$ cat config.mk
export PLATFORM = sky130hd
export DESIGN_NAME = cla_pipe_adder
export DESIGN_NICKNAME = d
export VERILOG_FILES = /design/src/rtl/cla_pipe_adder.sv
export SDC_FILE = /design/constraint.sdc
export NUM_CORES = 1
export LEC_CHECK = 0
export CAP_MARGIN = 20
export CORE_MARGIN = 4
export CORE_UTILIZATION = 55
export DETAILED_ROUTE_END_ITERATION = 12
export GPL_ROUTABILITY_DRIVEN = 0
export GPL_TIMING_DRIVEN = 0
export PLACE_DENSITY_LB_ADDON = 0.2
export SKIP_LAST_GASP = 1
export SLEW_MARGIN = 25
export SYNTH_ARGS = -nofsm -noshare
export SYNTH_HDL_FRONTEND = slang
export SYNTH_SLANG_ARGS = --single-unit
$ cat constraint.sdc
create_clock -name clk -period 13.1 [get_ports clk]
set_clock_uncertainty 0.1 [all_clocks]
set_input_delay 1.31 -clock clk [delete_from_list [all_inputs] [get_ports clk]]
set_output_delay 1.31 -clock clk [all_outputs]
set_load 0.1 [all_outputs]
$ cat src/rtl/cla_pipe_adder.sv
// Pipelined carry-lookahead adder: one BLOCK-bit lookahead group resolved per stage, valid/ready stream.
// Optional macro CLA_PIPE_SUB_EN adds an in_sub port that turns the beat into A - B - in_cin.
module cla_pipe_adder #(
  parameter int WIDTH = 32,
  parameter int BLOCK = 4
) (
  input  logic             clk,
  input  logic             rst,
  input  logic             in_valid,
  output logic             in_ready,
  input  logic [WIDTH-1:0] in_a,
  input  logic [WIDTH-1:0] in_b,
  input  logic             in_cin,
`ifdef CLA_PIPE_SUB_EN
  input  logic             in_sub,
`endif
  output logic             out_valid,
  input  logic             out_ready,
  output logic [WIDTH-1:0] out_sum,
  output logic             out_cout,
  output logic             out_ovf
);

  localparam int NBLK = WIDTH / BLOCK;

  // Two-level lookahead: c[i+1] = g[i] | OR_j (g[j] & p[j+1..i]) | (c0 & p[0..i])
  function automatic logic [BLOCK:0] lookahead(input logic [BLOCK-1:0] g,
                                               input logic [BLOCK-1:0] p,
                                               input logic c0);
    logic [BLOCK:0] c;
    logic           term;
    c    = '0;
    c[0] = c0;
    for (int i = 0; i < BLOCK; i++) begin
      term = c0;
      for (int t = 0; t <= i; t++) term = term & p[t];
      c[i+1] = g[i] | term;
      for (int j = 0; j < i; j++) begin
        term = g[j];
        for (int t = j + 1; t <= i; t++) term = term & p[t];
        c[i+1] = c[i+1] | term;
      end
    end
    return c;
  endfunction

  logic             adv;
  logic [WIDTH-1:0] b_eff;
  logic             cin_eff;

`ifdef CLA_PIPE_SUB_EN
  assign b_eff   = in_sub ? ~in_b : in_b;
  assign cin_eff = in_cin ^ in_sub;
`else
  assign b_eff   = in_b;
  assign cin_eff = in_cin;
`endif

  // w_reg carries operand A rotated right one block per stage, with the finished
  // sum group rotated in at the top; after NBLK stages it holds the whole sum.
  logic             v_reg [NBLK];
  logic [WIDTH-1:0] w_reg [NBLK];
  logic [WIDTH-1:0] b_reg [NBLK];
  logic             c_reg [NBLK];
  logic             ovf_reg;

  logic             v_src [NBLK];
  logic             c_src [NBLK];
  logic [WIDTH-1:0] w_src [NBLK];
  logic [WIDTH-1:0] b_src [NBLK];

  logic [WIDTH-1:0] w_next [NBLK];
  logic [WIDTH-1:0] b_next [NBLK];
  logic             c_next [NBLK];
  logic             ovf_next;

  assign adv       = out_ready | ~out_valid;
  assign in_ready  = adv;
  assign out_valid = v_reg[NBLK-1];
  assign out_sum   = w_reg[NBLK-1];
  assign out_cout  = c_reg[NBLK-1];
  assign out_ovf   = ovf_reg;

  always_comb begin
    v_src[0] = in_valid;
    w_src[0] = in_a;
    b_src[0] = b_eff;
    c_src[0] = cin_eff;
    for (int k = 1; k < NBLK; k++) begin
      v_src[k] = v_reg[k-1];
      w_src[k] = w_reg[k-1];
      b_src[k] = b_reg[k-1];
      c_src[k] = c_reg[k-1];
    end
  end

  generate
    for (genvar gi = 0; gi < NBLK; gi++) begin : g_stage
      logic [BLOCK-1:0] g_blk;
      logic [BLOCK-1:0] p_blk;
      logic [BLOCK-1:0] s_blk;
      logic [BLOCK:0]   c_blk;

      assign g_blk = w_src[gi][BLOCK-1:0] & b_src[gi][BLOCK-1:0];
      assign p_blk = w_src[gi][BLOCK-1:0] ^ b_src[gi][BLOCK-1:0];
      assign c_blk = lookahead(g_blk, p_blk, c_src[gi]);
      assign s_blk = p_blk ^ c_blk[BLOCK-1:0];

      assign w_next[gi] = (w_src[gi] >> BLOCK) | (WIDTH'(s_blk) << (WIDTH - BLOCK));
      assign b_next[gi] = (b_src[gi] >> BLOCK) | (b_src[gi] << (WIDTH - BLOCK));
      assign c_next[gi] = c_blk[BLOCK];

      if (gi == NBLK - 1) begin : g_last
        assign ovf_next = c_blk[BLOCK] ^ c_blk[BLOCK-1];
      end
    end
  endgenerate

  always_ff @(posedge clk) begin
    if (rst) begin
      for (int k = 0; k < NBLK; k++) begin
        v_reg[k] <= 1'b0;
        w_reg[k] <= '0;
        b_reg[k] <= '0;
        c_reg[k] <= 1'b0;
      end
      ovf_reg <= 1'b0;
    end else if (adv) begin
      for (int k = 0; k < NBLK; k++) begin
        v_reg[k] <= v_src[k];
        w_reg[k] <= w_next[k];
        b_reg[k] <= b_next[k];
        c_reg[k] <= c_next[k];
      end
      ovf_reg <= ovf_next;
    end
  end

endmodule

==> impl_metrics.toml <==
[outcome]
status = "finished, final reports clean"

[placed_design]
preCtsSetupSlack_ns = 8.19
portBuffers = 104
hpwl_um = 17400
placed_cell_area_mm2 = 0.0175

[worst_setup_path]
critPathLaunchType = "input port"
crit_path_end_kind = "output port"
cp_max_fo = 10
crit_path_end = "in_ready"
r2r_setup_slack_ns = 10.30
worstSetupPathType = "in2out"
r2r_cells = 7
timing.critical_path.arrival_ns = 3.49
regToRegStartpoint = "v_reg[1][3]$_SDFFCE_PP0P_"
worstReg2RegEnd = "w_reg[0][66]$_SDFFCE_PN0P_"
crit_start = "out_ready"
required_ns = 11.69

[sta]
worst_pin_slew_ns = 0.995
fin_crit_sh_pct = 37.4
final.setup.tns_ns = 0
finalSetupViolations = 0
maxSlewViolCount = 0
finalWorstSetupSlack_ns = 8.20
slew-limit-headroom_pct = 33.5
rsz0062_at_grt = "false"
finalHoldViolations = 0
fmax_ghz = 0.204
finalCriticalPeriod_ns = 4.90

[logic_synthesis]
synthCells = 998
yosys_register_bits = 385
synthArstFlopShare_pct = 0
synth_nets = 1115
yosys_warnings = 0
ys_seq_area_share_pct = 73.2
synthesis.area_mm2 = 0.0158
synth_top_area_share_pct = 73.1
synth_area_leaders = "edfxtp_1 (73%), and3_1 (12%), ha_1 (3.2%)"
synth_edf_count = 384
synth_largest_area_cell = "edfxtp_1"
synth_area_per_cell_um2 = 15.8
synth_cell_types = 34
synth_common_cells = "edfxtp_1 (384), and3_1 (293), nor2b_1 (60)"
yosysMostFrequentCell = "edfxtp_1"
synth_flop_cell = "edfxtp_1"

[global_route]
grt_pass1_wl_um = 39900
gr-total-overflow = 0
antenna_found_initial = 0
grt_max_degree = 60
grt_use_total_pct = 16.0
first_global_vias = 8016

[clock_tree]
tritoncts = "done"
clockRootBuffer = "clkbuf_16"
clock_path_buffers = 3
clk_latency_ns = 0.52
post_cts.repair.setup_buffers = 0
htree_levels = 2
cts_resized = 0
holdBufCountCts = 0
path_clk_slew_ns = 0.06
numCtsBuffers = 38
cts.sinks = 385

[routing]
vias = 8074
drt_iter0_drc = 454
drtAntennaViolNets = 0
drt_pass1_iterations = 5
drc = 0
viasPerCell = 5.19
routed_wl_um = 24800
wl_per_cell_um = 16.0

[power_and_ir_drop]
sw_frac_of_total_pct = 18.7
p_int_uw = 2090
p_leak_uw = 0.00886
ir_drop_mv = 0.0917
power.density_mw_per_mm2 = 137
power.switching_uw = 479
pwr-share-seq_pct = 54.1
clkPwrFrac_pct = 42.4
combPwrFrac_pct = 3.5

[cells_and_area]
syn_to_final_growth_pct = 18.8
nFillCells = 1955
drive_above_1_share_pct = 13.5
n_antenna_cell = 0
nets = 1266
largest_register_ffs = 256
finalInstanceArea_mm2 = 0.0187

[floorplan]
io_pins = 105
fp-row-count = 61
core-area_mm2 = 0.0280
chipWidth_um = 177
initial_utilization_pct = 56.3
die-area_mm2 = 0.0315
fp.dieH_um = 177

[hold_path]
holdCritPathClass = "reg2reg"

[job]
cap_violations = 0
==> logic make-up after synthesis <==
group | count (synthesis) | synth area share (%)
mux | 7 | 0.484
xor+xnor | 8 | 0.444
buf+inv | 109 | 4.04
simple gates | 406 | 15.8
fa+ha+maj | 48 | 4.19
flops | 385 | 73.2
compound gates | 35 | 1.84
==> final cells by class <==
type                    instances  area, um2  share of cell area, %
well taps                     378        473                   2.52
clock inverters                25        233                   1.24
multi-input cells             504       3600                   19.2
clock buffers                  43       1030                   5.51
repair buffers                111       1220                   6.50
inverters                       2       12.5                 0.0667
flip-flops and latches        385      11600                   61.6
plain buffers                 107        626                   3.34
==> placed cells by master (no fill, tap or decap), types with 8 or more instances in the layout <==
master,Yosys,final
nor2_1,10,10
clkbuf_2,11,11
or2_2,8,8
fa_1,8,8
edfxtp_1,384,384
buf_4,34,34
clkinv_1,0,14
o21a_1,18,18
ha_1,40,40
clkdlybuf4s50_1,0,104
nor2b_1,60,60
clkbuf_16,0,41
nor3_1,23,23
clkbuf_1,26,28
buf_2,30,30
and3_1,293,293
xnor2_1,8,8
==> metal layers <==
layer | vias to the layer above | share of wire (%) | wire [um] | GRT usage (%)
met1 | 3781 | 42 | 10400 | 20.2
li1 | 4050 | - | - | -
met5 | - | 0 | 0 | 0
met3 | 47 | 4.9 | 1220 | 2.90
met2 | 196 | 50 | 12500 | 27.9
met4 | 0 | 2.9 | 729 | 5.93
==> worst max-delay path: stages <==
cell	delay (ns)
clkdlybuf4s50_1	0.50
nor2b_4	0.05
buf_6	0.15
inv_6	0.12
buf_2	0.19
clkdlybuf4s50_1	1.15
==> metrics by stage <==
| stage | total power [uW] | util, % | hold slack [ns] | cells |
|---|---|---|---|---|
| after CTS | 2590 | 66.9 | 0.430 | 1555 |
| after global placement | 1500 | 61.8 | 0.411 | 1480 |
| after floorplan | 1460 | - | 0.401 | 998 |
| after detailed placement | 1510 | 62.4 | 0.419 | 1487 |
| final | 2570 | 66.9 | 0.423 | 1555 |
| after global routing | 2660 | 66.9 | 0.441 | 1555 |
==> worst min-delay path by stage <==
stage	slack [ns]	cells after the start	startpoint	endpoint
6_report	0.42	2	out_ovf$_SDFFE_PP0N_	out_ovf$_SDFFE_PP0N_
5_1_grt	0.44	2	out_ovf$_SDFFE_PP0N_	out_ovf$_SDFFE_PP0N_
4_1_cts	0.43	2	out_ovf$_SDFFE_PP0N_	out_ovf$_SDFFE_PP0N_
3_5_place_dp	0.42	1	w_reg[1][60]$_SDFFCE_PN0P_	w_reg[1][88]$_SDFFCE_PP0P_
3_3_place_gp	0.41	2	out_ovf$_SDFFE_PP0N_	out_ovf$_SDFFE_PP0N_
2_1_floorplan	0.40	1	w_reg[1][59]$_SDFFCE_PN0P_	w_reg[1][87]$_SDFFCE_PP0P_
==> power groups by stage <==
stage | Clock (uW) | Sequential [uW] | Combinational (uW)
after detailed placement | 0 | 1410 | 91.1
after floorplan | 0 | 1410 | 52.4
after global routing | 1160 | 1390 | 101
after global placement | 0 | 1410 | 88.6
final | 1090 | 1390 | 90.3
after CTS | 1110 | 1390 | 91.6
(Power assumes the default switching activity.)
